**src/rtl/mem_arbiter.sv**
```systemverilog
// Arbitrates the shared byte-serial memory controller between fetch, load and store.
// Fixed priority store > load > inst, with a starvation override for fetch and flush abort.
module mem_arbiter #(
  parameter int STARVE_LIMIT = 4,
  parameter int CNT_W        = 3
) (
  input  logic        clk_in,
  input  logic        rst_in,
  input  logic        rdy_in,
  input  logic        flush_in,
  input  logic        inst_req,
  input  logic [31:0] inst_addr,
  output logic        inst_ready,
  output logic [31:0] inst_data,
  input  logic        ld_req,
  input  logic [31:0] ld_addr,
  input  logic [2:0]  ld_size,
  output logic        ld_ready,
  output logic [31:0] ld_data,
  input  logic        st_req,
  input  logic [31:0] st_addr,
  input  logic [2:0]  st_size,
  input  logic [31:0] st_data,
  output logic        st_ready,
  output logic        mc_valid,
  output logic        mc_wr,
  output logic [31:0] mc_addr,
  output logic [2:0]  mc_len,
  output logic [31:0] mc_data,
  output logic        mc_abort,
  input  logic        mc_ready,
  input  logic [31:0] mc_res
);

  localparam logic [0:0] S_IDLE = 1'b0;
  localparam logic [0:0] S_BUSY = 1'b1;

  localparam logic [1:0] OWN_NONE  = 2'd0;
  localparam logic [1:0] OWN_INST  = 2'd1;
  localparam logic [1:0] OWN_LOAD  = 2'd2;
  localparam logic [1:0] OWN_STORE = 2'd3;

  localparam logic [CNT_W-1:0] LIMIT = CNT_W'(STARVE_LIMIT);

  logic [0:0]       state_q, state_d;
  logic [1:0]       owner_q, owner_d;
  logic [CNT_W-1:0] cnt_q, cnt_d;
  logic             mc_valid_q, mc_valid_d;
  logic             mc_wr_q, mc_wr_d;
  logic [31:0]      mc_addr_q, mc_addr_d;
  logic [2:0]       mc_len_q, mc_len_d;
  logic [31:0]      mc_data_q, mc_data_d;
  logic             abort_q, abort_d;

  logic       spec_flush;
  logic       done_ok;
  logic       inst_ok, ld_ok;
  logic [1:0] gnt;

  // Speculative owners are squashed by a flush; a committed store never is.
  assign spec_flush = flush_in && (owner_q == OWN_INST || owner_q == OWN_LOAD);
  assign done_ok    = rdy_in && state_q == S_BUSY && mc_ready && !spec_flush;

  assign inst_ready = done_ok && owner_q == OWN_INST;
  assign ld_ready   = done_ok && owner_q == OWN_LOAD;
  assign st_ready   = done_ok && owner_q == OWN_STORE;
  assign inst_data  = mc_res;
  assign ld_data    = mc_res;

  assign mc_valid = mc_valid_q;
  assign mc_wr    = mc_wr_q;
  assign mc_addr  = mc_addr_q;
  assign mc_len   = mc_len_q;
  assign mc_data  = mc_data_q;
  assign mc_abort = abort_q && rdy_in;

  always_comb begin
    state_d    = state_q;
    owner_d    = owner_q;
    cnt_d      = cnt_q;
    mc_valid_d = mc_valid_q;
    mc_wr_d    = mc_wr_q;
    mc_addr_d  = mc_addr_q;
    mc_len_d   = mc_len_q;
    mc_data_d  = mc_data_q;
    abort_d    = abort_q;
    inst_ok    = inst_req && !flush_in;
    ld_ok      = ld_req && !flush_in;
    gnt        = OWN_NONE;

    if (rdy_in) begin
      abort_d = 1'b0;
      if (state_q == S_IDLE) begin
        // The abort cycle itself never grants, so the controller sees a clean gap.
        if (!abort_q) begin
          if (inst_ok && cnt_q == LIMIT) gnt = OWN_INST;
          else if (st_req)               gnt = OWN_STORE;
          else if (ld_ok)                gnt = OWN_LOAD;
          else if (inst_ok)              gnt = OWN_INST;
        end

        case (gnt)
          OWN_STORE: begin
            mc_wr_d   = 1'b1;
            mc_addr_d = st_addr;
            mc_len_d  = st_size;
            mc_data_d = st_data;
          end
          OWN_LOAD: begin
            mc_wr_d   = 1'b0;
            mc_addr_d = ld_addr;
            mc_len_d  = ld_size;
            mc_data_d = 32'd0;
          end
          OWN_INST: begin
            mc_wr_d   = 1'b0;
            mc_addr_d = inst_addr;
            mc_len_d  = 3'b010;
            mc_data_d = 32'd0;
          end
          default: ;
        endcase

        if (gnt != OWN_NONE) begin
          state_d    = S_BUSY;
          owner_d    = gnt;
          mc_valid_d = 1'b1;
        end

        if (flush_in || !inst_req || gnt == OWN_INST)
          cnt_d = '0;
        else if (gnt != OWN_NONE && cnt_q < LIMIT)
          cnt_d = cnt_q + 1'b1;
      end else begin
        if (flush_in) cnt_d = '0;
        if (spec_flush || mc_ready) begin
          state_d    = S_IDLE;
          owner_d    = OWN_NONE;
          mc_valid_d = 1'b0;
          abort_d    = spec_flush;
        end
      end
    end
  end

  always_ff @(posedge clk_in or posedge rst_in) begin
    if (rst_in) begin
      state_q    <= S_IDLE;
      owner_q    <= OWN_NONE;
      cnt_q      <= '0;
      mc_valid_q <= 1'b0;
      mc_wr_q    <= 1'b0;
      mc_addr_q  <= 32'd0;
      mc_len_q   <= 3'd0;
      mc_data_q  <= 32'd0;
      abort_q    <= 1'b0;
    end else begin
      state_q    <= state_d;
      owner_q    <= owner_d;
      cnt_q      <= cnt_d;
      mc_valid_q <= mc_valid_d;
      mc_wr_q    <= mc_wr_d;
      mc_addr_q  <= mc_addr_d;
      mc_len_q   <= mc_len_d;
      mc_data_q  <= mc_data_d;
      abort_q    <= abort_d;
    end
  end

endmodule

```
**config.mk**
```make
export PLATFORM = sky130hd
export DESIGN_NAME = mem_arbiter
export DESIGN_NICKNAME = d
export VERILOG_FILES = /design/src/rtl/mem_arbiter.sv
export SDC_FILE = /design/constraint.sdc
export NUM_CORES = 1
export LEC_CHECK = 0
export ABC_CLOCK_PERIOD_IN_PS = 2600
export CAP_MARGIN = 20
export CORE_MARGIN = 2
export CORE_UTILIZATION = 32
export DETAILED_ROUTE_END_ITERATION = 12
export GPL_TIMING_DRIVEN = 0
export PLACE_DENSITY_LB_ADDON = 0.12
export SYNTH_ARGS = -nofsm -noshare
export SYNTH_HDL_FRONTEND = slang
export SYNTH_SLANG_ARGS = --single-unit
export TNS_END_PERCENT = 20
```
**constraint.sdc**
```tcl
create_clock -name clk_in -period 2.6 [get_ports clk_in]
set_clock_uncertainty 0.1 [all_clocks]
set_input_delay 0.39 -clock clk_in [delete_from_list [all_inputs] [get_ports clk_in]]
set_output_delay 0.39 -clock clk_in [all_outputs]
set_load 0.02 [all_outputs]
```
==> run_results.csv <==
group,metric,value,unit
pwr,p_leak,3.38,nW
floorplanning,std_cell_rows,42,
clocking,htreeDepth,3,
clocking,numClockSinks,76,
place,place_ws,-0.834,ns
logic_synthesis,yosys_most_used_dff,"dfrtp_1",
flow_run,maxCapViolations,0,
worst_setup_path,r2r_start,"cnt_q[0]$_DFFE_PP0P_",
floorplanning,core,13100,sq um
logic_synthesis,yosysTopAreaCell,"dfrtp_1",
drt,ant_nets,0,
final_layout,n_fill_cell,1152,
clocking,clkLatencyLatePin,0.32,ns
sta,finalWorstSetupSlack,0.0591,ns
clocking,postCtsHoldBufs,0,
sta,period_share,97.7,%
worst_setup_path,required,2.71,ns
floorplanning,die-area,14300,sq um
logic_synthesis,syn_area,4290,sq um
worst_setup_path,r2r_end,"mc_wr$_DFFE_PP0P_",
place,place_congestion,0.827,
worst_setup_path,path_class,"reg2reg",
logic_synthesis,synth_area_leaders,"dfrtp_1, buf_4, nand2_1",
worst_setup_path,slowest_delay,0.48,ns
logic_synthesis,syn-num-nets,646,
pwr,ir_worst_vdd,0.000447,V
drt,first_iter_violations,160,
sta,finalHoldViolCount,0,
drt,vias,4515,
final_layout,fin_area,7820,sq um
sta,fin_crit,2.54,ns
grt,grt_pass1_wl,23800,um
hold_path,min_path_type,"in2reg",
sta,max_freq,394,MHz
grt,track_usage,21.3,%
hold_path,worstHoldEndpoint,"abort_q$_DFFE_PP0P_",
logic_synthesis,syn_inst,464,
pwr,finalPower,0.00724,W
worst_setup_path,reg2reg_depth,9,
grt,grt_pass1_vias,4652,
drt,drc_errors,0,
worst_setup_path,cp.arrival,2.65,ns
sta,maxSlewHeadroom,76.0,%
final_layout,drive_above_1_share,18.4,%
final_layout,fin_nets,937,
floorplanning,die_x,120,um
final_layout,diodes,0,
clocking,path_clk_slew,0.06,ns
clocking,cts_buffers,9,
floorplanning,die_h,120,um
place,placed_cell_area,7310,sq um
drt,vias_per_cell,4.82,
clocking,cts_tree,"yes",
worst_setup_path,worstPathCellList,"inv_1 > ha_2 > a21bo_2 > a31oi_4 > or2_4 > ha_4 > or3b_4 > clkbuf_16 > mux2_4",
clocking,root_buffer,"clkbuf_16",
clocking,clockBufferDepth,2,
worst_setup_path,cp-end-kind,"register",
logic_synthesis,synthArstFlopShare,100,%
worst_setup_path,crit_slowest_cell,"or3b_4",
logic_synthesis,yosysTopAreaCellShare,44.4,%
final_layout,postLayoutCoreUtil,59.5,%
logic_synthesis,synth-seq-cells,76,
hold_path,min_path_cells,2,
logic_synthesis,synth_edf_count,0,
worst_setup_path,crit_path_max_fanout,7,
logic_synthesis,ys_types,33,
drt,wl_per_cell,17.0,um
drt,drt_wl_total,15900,um
final_layout,area_delta_synth_final,82.4,%
grt,grt.overflow.total,0,
worst_setup_path,critical-path-top-delay-family,"simple AND/OR/NAND/NOR gates",
drt,firstDrtPassIters,4,
worst_setup_path,worstSetupStartpointType,"register",
floorplanning,initial_core_util,32.6,%
logic_synthesis,ys_seq_area_share,44.4,%
floorplanning,pin_count,311,
pwr,powerDensity,926,nW/um^2
status,status,"finished clean",
place,hpwlAfterDp,12300,um
logic_synthesis,yosys_warnings,0,
logic_synthesis,syn_avg_cell_area,9.24,sq um
grt,grt_max_degree,51,
place,port_buffers,277,
grt,grt_antenna_before_repair,0,
sta,maxSlewViolCount,0,
worst_setup_path,reg2reg_slack,0.06,ns
hold_path,hp-start,"rdy_in",
worst_setup_path,cp_num_buf_inv,2,
sta,tightest_slew,0.359,ns
sta,setup_viol,0,
-- cell usage after synthesis, drive strengths merged (4+ instances only) --
master,count
inv,10
dfrtp,76
nor2b,34
o31ai,32
clkbuf,26
nand2,100
and2,4
a221oi,32
o21ai,38
buf,73
ha,8
-- worst reg2reg max path, stage by stage, from the launching register on --
cell	delay (ns)
dfrtp_1	0.38
inv_1	0.10
ha_2	0.20
a21bo_2	0.15
a31oi_4	0.10
or2_4	0.26
ha_4	0.17
or3b_4	0.48
clkbuf_16	0.19
mux2_4	0.29
-- power breakdown --
group | internal (W) | switching, W
clock | 0.000679 | 0.000502
combinational | 0.00193 | 0.00213
sequential | 0.00170 | 0.000306
total | 0.00431 | 0.00293
-- cells in the final DEF (no fill, tap or decap), drive strengths merged, types with 2 or more instances in the layout --
cell type	synthesis	routed
a21oi	3	3
a221oi	32	32
a31oi	2	2
and2	4	4
and3b	2	2
buf	73	81
clkbuf	26	30
clkdlybuf4s50	0	274
clkinv	0	2
clkinvlp	0	2
dfrtp	76	76
dlygate4sd2	0	3
ha	8	8
inv	10	12
mux2	3	3
nand2	100	100
nand2b	3	3
nor2	3	3
nor2b	34	34
o21ai	38	38
o31ai	32	32
o32ai	3	3
or3b	1	2
-- how the worst max path moves through the flow --
stage / slack (ns) / from / depth (start not counted) / endpoint
finish: 0.06 / cnt_q[0]$_DFFE_PP0P_ / 9 / mc_wr$_DFFE_PP0P_
global route: -0.01 / cnt_q[1]$_DFFE_PP0P_ / 9 / cnt_q[0]$_DFFE_PP0P_
CTS: 0.002 / cnt_q[0]$_DFFE_PP0P_ / 9 / cnt_q[0]$_DFFE_PP0P_
detailed placement: -0.83 / flush_in / 9 / mc_addr[2]$_DFFE_PP0P_
global placement: -1.20 / rst_in / 2 / mc_addr[15]$_DFFE_PP0P_
floorplan: 0.07 / cnt_q[0]$_DFFE_PP0P_ / 10 / mc_len[1]$_DFFE_PP0P_
-- what timing repair did --
item                       in CTS  in global routing
pin swaps                       0                  5
cloned                          0                  2
buffers inserted                0                  3
resized for setup              35                 36
setup endpoints to repair      78                 66
-- state kept, by name, indices dropped and copies added (netlist names) --
name	count
abort_q	1
mc_wr	1
owner_q	2
state_q	1
mc_data	32
mc_valid	1
cnt_q	3
mc_addr	32
mc_len	3
-- per-stage QoR --
step,setup TNS [ns],std cells,hold slack [ns]
floorplan,0,464,0.400
global placement,-134.87,917,0.360
detailed placement,-46.97,918,0.365
CTS,0,931,0.230
global route,-0.0458,936,0.265
finish,0,936,0.262
-- layout make-up --
| cell class | instances | area (sq um) | share of cell area [%] |
|---|---|---|---|
| multi-input combinational | 280 | 1830 | 23.4 |
| clock buffer | 10 | 239 | 3.06 |
| timing repair buffer | 282 | 2840 | 36.4 |
| sequential | 76 | 1900 | 24.3 |
| inverter | 10 | 40.0 | 0.512 |
| buffer | 96 | 701 | 8.96 |
| clock inverter | 6 | 46.3 | 0.592 |
| tap | 176 | 220 | 2.82 |
-- cells by family (layout without fill, tap and decap cells) --
| kind of cell | count (synthesis) | after routing | synth area share, % |
|---|---|---|---|
| fa+ha+maj | 8 | 8 | 2.33 |
| flops | 76 | 76 | 44.4 |
| compound gates | 116 | 116 | 19.1 |
| simple gates | 152 | 153 | 16.8 |
| mux | 3 | 3 | 0.963 |
| buf+inv | 109 | 404 | 16.5 |
-- per-layer routing --
metal  track usage [%]  wire length, um  vias up
li1                  -                -     2125
met4              6.40              238        0
met1              22.9             5980     2180
met3              5.99             1230       14
met2              40.1             8450      196
met5                 0                0        -
Note: power is estimated with default switching activity, not from simulation.
==> variant 1 (config.mk and constraints unchanged) <==
`mc_addr_q` no longer has a reset.
--- a/src/rtl/mem_arbiter.sv
+++ b/src/rtl/mem_arbiter.sv
@@ -151,5 +151,4 @@
       mc_valid_q <= 1'b0;
       mc_wr_q    <= 1'b0;
-      mc_addr_q  <= 32'd0;
       mc_len_q   <= 3'd0;
       mc_data_q  <= 32'd0;
@@ -161,5 +160,4 @@
       mc_valid_q <= mc_valid_d;
       mc_wr_q    <= mc_wr_d;
-      mc_addr_q  <= mc_addr_d;
       mc_len_q   <= mc_len_d;
       mc_data_q  <= mc_data_d;
@@ -168,4 +166,8 @@
   end
 
+  always_ff @(posedge clk_in) begin
+    mc_addr_q <= mc_addr_d;
+  end
+
 endmodule
 
Function: changed (a bounded check fails within 4 cycles, from zero or initial values and one cycle with rst_in high).
==> variant 1 against the unedited design <==
- cell count fell by 3.8%
- synthesized area down 5.3%
- utilization increased by 0.87 points
- critical path type unchanged
- total power down 12%
- non-clock buffer count is 1 lower
- sequential share of layout area rose by 3.0 points
- maximum frequency shrank 0.28%
- sequential cell count did not move
- hold slack better by 0.0029 ns
- design area decreased by 3.3%
- worst setup slack got worse by 0.0070 ns
- wire length fell by 10%
==> variant 1: results (changes against the unedited design) <==
The final-layout clock-cell area share is 4.12% (+0.47 points). The proportion of layout cells with a drive suffix above 1 is 17.7% (-0.70 points). The number of violations reported at the end of detailed-routing iteration 0 was 122 (-24%).

The standby leakage power is 0.00315 µW (-6.8%). The fraction of the yosys area taken by sequential cells is 50.8% (+6.4 points). The adder-cell share of the synthesized area is 2.47% (+0.13 points).

The cell-internal power came out at 3980 µW (-7.7%). The count of inserted tapcells is 172 (-2.3%). The fraction of power consumed by sequential logic is 30.7% (+3.0 points). The share of async-settable or async-resettable flops after synthesis came to 57.9% (-42 points). The synthesized area divided by synthesized cell count is 9.53 µm² (+3.1%). The core utilization of the finished layout is 60.4% (+0.87 points).

The combinational fraction of design power is 49.0% (-7.0 points). The worst-margin pin slew is 0.488 ns (+0.129 ns). The net count after synthesis is 608 (-5.9%). The total power came out at 6370 µW (-12%).

The multi-input gate share of the layout cell area came out at 19.0% (-4.4 points). The flow ran to the end, and the final reports show no timing, DRC or antenna violations. The non-clock buffer share of cell area is 46.1% (+0.77 points).

The stage delay of the slowest cell on the critical path came out at 0.40 ns (-0.08 ns). The proportion of cell area occupied by registers came out at 27.3% (+3.0 points). The worst-case vdd ir drop is 0.494 mV (+11%).

The number of vias per cell is 4.55 (-5.6%). The pin count of the biggest net entering global routing was 29 (-43%). The largest driver fanout on the critical path came out at 16 (+9). The layout multi-input combinational cell count came to 247 (-12%). The filler cell count in the final layout came out at 1103 (-4.3%). The count of flip-flops with a built-in enable after synthesis came to 32 (+32). By area the synthesized netlist is led by sky130_fd_sc_hd__dfrtp_1 27%, sky130_fd_sc_hd__edfxtp_1 24%, sky130_fd_sc_hd__buf_4 12%.
[variant 1: cell count changes in the layout (fill, tap and decap cells not counted), moves of 28 or more]
cell                       change
sky130_fd_sc_hd__a22oi_1      +32
sky130_fd_sc_hd__dfrtp_1      -32
sky130_fd_sc_hd__edfxtp_1     +32
sky130_fd_sc_hd__nor2b_1      -32
sky130_fd_sc_hd__o31ai_1      -32
sky130_fd_sc_hd__o21ai_0      +28
[variant 1: metal layers]
metal / vias to the layer above / wire length [µm] / GRT usage (%)
met4: 0 / 209 / 6.43
li1: 1991 / - / -
met1: 1903 / 5410 / 21.6
met2: 190 / 6970 / 34.8
met5: - / 0 / 0
met3: 15 / 1660 / 7.99
[variant 1: path summary, 6_finish.rpt]
path	from	endpoint	slack, ns	depth (start not counted)
worst max-delay path	cnt_q[0]$_DFFE_PP0P_	mc_addr[27]$_DFFE_PP_	0.05	9
worst min-delay path	rst_in	mc_data[26]$_DFFE_PP0P_	0.26	2
worst max register to register	cnt_q[0]$_DFFE_PP0P_	mc_addr[27]$_DFFE_PP_	0.05	9
worst min register to register	mc_data[20]$_DFFE_PP0P_	mc_data[20]$_DFFE_PP0P_	0.38	2
max in group asynchronous	rst_in	mc_data[8]$_DFFE_PP0P_	1.65	3
min in group clk_in	rdy_in	abort_q$_DFFE_PP0P_	0.28	2
[variant 1: worst max-delay path, delay by kind of cell (launching register included)]
| family | cells | cell delay (ns) |
|---|---|---|
| AO/OA/AOI/OAI | 2 | 0.21 |
| adder cells (fa/ha/maj) | 2 | 0.32 |
| AND/OR/NAND/NOR | 2 | 0.66 |
| flip-flops | 1 | 0.39 |
| buffers and inverters | 3 | 0.53 |
[variant 1: repair_timing]
action,in CTS,in global routing
resized for setup,20,19
endpoints found under the setup margin,98,91
pin swaps,0,7
setup buffers,5,3
gates cloned,1,0
==> variant 2 (same settings) <==
Made on the original files. Change the parameter `CNT_W` from 3 to 6.
--- a/src/rtl/mem_arbiter.sv
+++ b/src/rtl/mem_arbiter.sv
@@ -3,5 +3,5 @@
 module mem_arbiter #(
   parameter int STARVE_LIMIT = 4,
-  parameter int CNT_W        = 3
+  parameter int CNT_W        = 6
 ) (
   input  logic        clk_in,
Function: no difference found for any inputs over 4 cycles, from zero or initial values and one cycle with rst_in high; that may be too few to reach the edited logic, so the function may still have changed.
==> variant 2 against the unedited design <==
- total power down 0.51%
- combinational power shrank 4%
- first-iteration DRC count is 38% higher
- critical endpoint is now mc_abort
- synthesized area increased by 2.5%
- non-clock buffer count up 10
- sequential cell count rose by 3
- design area up 0.91%
- worst setup slack lost 0.019 ns
- largest cell class unchanged
- wire length increased by 0.89%
==> variant 2: results (changes against the unedited design) <==
The flow ran to the end, and the final reports show no timing, DRC or antenna violations. The mux share of post-synthesis cell area is 0.741% (-0.22 points). The adder-cell share of the synthesized area came out at 2.56% (+0.23 points). The number of clock buffers inserted by TritonCTS came out at 9 (unchanged). The number of buffers added on ports is 278 (+0.36%).

The number of distinct standard cells referenced by the synthesized netlist is 35 (+6.1%). The number of violations reported at the end of detailed-routing iteration 0 came out at 221 (+38%). The pin count of the biggest net entering global routing came out at 46 (-9.8%). The worst slack at placement came out at -0.589 ns (+0.245 ns). The clock insertion delay at the later pin of the skew report is 0.33 ns. The global-route met3 utilization is 5.78% (-0.21 points). The share of async-settable or async-resettable flops after synthesis came out at 100% (unchanged). The number of cells upsized or downsized after cts came out at 20 (-43%). The data arrival time at the worst-slack endpoint is 2.07 ns (-0.58 ns). The number of warnings printed during yosys synthesis is 0 (unchanged).

The net count after synthesis is 699 (+8.2%). The worst hold path belongs to the class in2async. The mean routed wirelength per cell is 16.1 µm (-5.3%). The headroom to the max-slew limit is 68.9% (-7.2 points).

The worst-case vdd ir drop came out at 0.336 mV (-25%). The largest driver fanout on the critical path was 10 (+3). The met2 wire length came to 8060 µm (-4.5%). The global-route total usage across every layer is 20.9% (-0.39 points). The routed metal-1 wire length was 6340 µm (+6.1%). The commonest cells after synthesis are 105 x sky130_fd_sc_hd__nand2_1, 79 x sky130_fd_sc_hd__dfrtp_1, 71 x sky130_fd_sc_hd__o21ai_0.

The complex-gate fraction of the synthesized area is 20.5% (+1.4 points). The via count of the first global-routing pass came out at 4642 (-0.21%). The via count came out at 4680 (+3.7%).

The final layout net count is 1000 (+6.7%). The placer congestion estimate is 0.856 (+3.6%). The total met3 wirelength after detailed routing came out at 1210 µm (-1.5%).

The cell-internal power is 4330 µW (+0.56%). The first-pass GRT wire length is 23900 µm (+0.61%). The global routing met2 resource utilization came out at 36.1% (-4.1 points). STA classifies the critical path startpoint as an input port. The post-CTS setup buffer count is 2 (+2).

The half-perimeter wire length of the detailed placement result was 12500 µm (+1.5%). The proportion of layout cells with a drive suffix above 1 came to 16.9% (-1.5 points). The fraction of the yosys area taken by sequential cells is 45.0% (+0.65 points). By area the synthesized netlist is led by sky130_fd_sc_hd__dfrtp_1 45%, sky130_fd_sc_hd__buf_4 11%, sky130_fd_sc_hd__nand2_1 9.0%.

The final antenna diode count is 0 (unchanged). The met1 usage came out at 25.1% (+2.2 points). The total iterations of the first detailed-routing run is 5 (+1). The standby leakage power came to 0.00347 µW (+2.7%).
variant 2: cell types whose count changed after synthesis, moves of 5 or more:
| cell | delta |
|---|---|
| sky130_fd_sc_hd__a21oi_1 | +35 |
| sky130_fd_sc_hd__nor2_1 | +35 |
| sky130_fd_sc_hd__o21ai_0 | +33 |
| sky130_fd_sc_hd__a221oi_1 | -32 |
| sky130_fd_sc_hd__a22oi_1 | +32 |
| sky130_fd_sc_hd__o31ai_1 | -31 |
| sky130_fd_sc_hd__nor2b_1 | -30 |
| sky130_fd_sc_hd__buf_2 | +14 |
| sky130_fd_sc_hd__clkbuf_1 | -12 |
| sky130_fd_sc_hd__buf_6 | -5 |
| sky130_fd_sc_hd__nand2_1 | +5 |
variant 2: kinds of logic (layout without fill, tap and decap cells):
| kind of cell | after synthesis | in the layout |
|---|---|---|
| AND/OR/NAND/NOR | 165 | 166 |
| AO/OA/AOI/OAI | 151 | 151 |
| buffers and inverters | 109 | 413 |
| flip-flops | 79 | 79 |
| adder cells (fa/ha/maj) | 9 | 9 |
| multiplexers | 3 | 3 |
variant 2: worst max-delay path, stage by stage:
cell                              delay, ns
sky130_fd_sc_hd__clkdlybuf4s50_1       0.65
sky130_fd_sc_hd__clkbuf_4              0.28
sky130_fd_sc_hd__and2_1                0.15
sky130_fd_sc_hd__clkdlybuf4s50_1       0.60
variant 2: worst paths after layout:
path,from,end,slack [ns],cells past startpoint
min in group clk_in,mc_addr[10]$_DFFE_PP0P_,mc_addr[10]$_DFFE_PP0P_,0.38,2
hold reg to reg,mc_addr[10]$_DFFE_PP0P_,mc_addr[10]$_DFFE_PP0P_,0.38,2
max in group asynchronous,rst_in,mc_addr[28]$_DFFE_PP0P_,1.48,3
hold / removal,rst_in,mc_data[24]$_DFFE_PP0P_,0.34,2
setup / recovery,rdy_in,mc_abort,0.04,4
setup reg to reg,cnt_q[1]$_DFFE_PP0P_,cnt_q[1]$_DFFE_PP0P_,0.07,11
variant 2: area by class of cell:
cell class | count | area [µm²]
multi-input combinational | 329 | 1790
sequential | 79 | 1980
tap | 176 | 220
clock buffer | 13 | 270
inverter | 10 | 40.0
buffer | 98 | 666
timing repair buffer | 290 | 2890
clock inverter | 2 | 38.8
fill | 1225 | 5460
variant 2: power groups by stage:
stage                     registers [µW]  logic, µW  clock network [µW]
after global routing                2090       4210                1370
after detailed placement            2050       3760                   0
after floorplan                     2610       1370                   0
after global placement              2020       3700                   0
after CTS                           2030       3830                1320
final                               2030       3880                1290
variant 2: stage by stage:
step                      std cells  total power, µW  TNS (ns)  area [µm²]  utilization, %
after CTS                       988             7190  -0.00859        7780            58.3
after detailed placement        971             5810    -36.35        7430            55.6
after global placement          970             5710   -128.79        7400            55.4
after global routing            997             7680    -0.188        7890            59.1
after floorplan                 516             3990         0        4390               -
final                           997             7210         0        7890            59.1
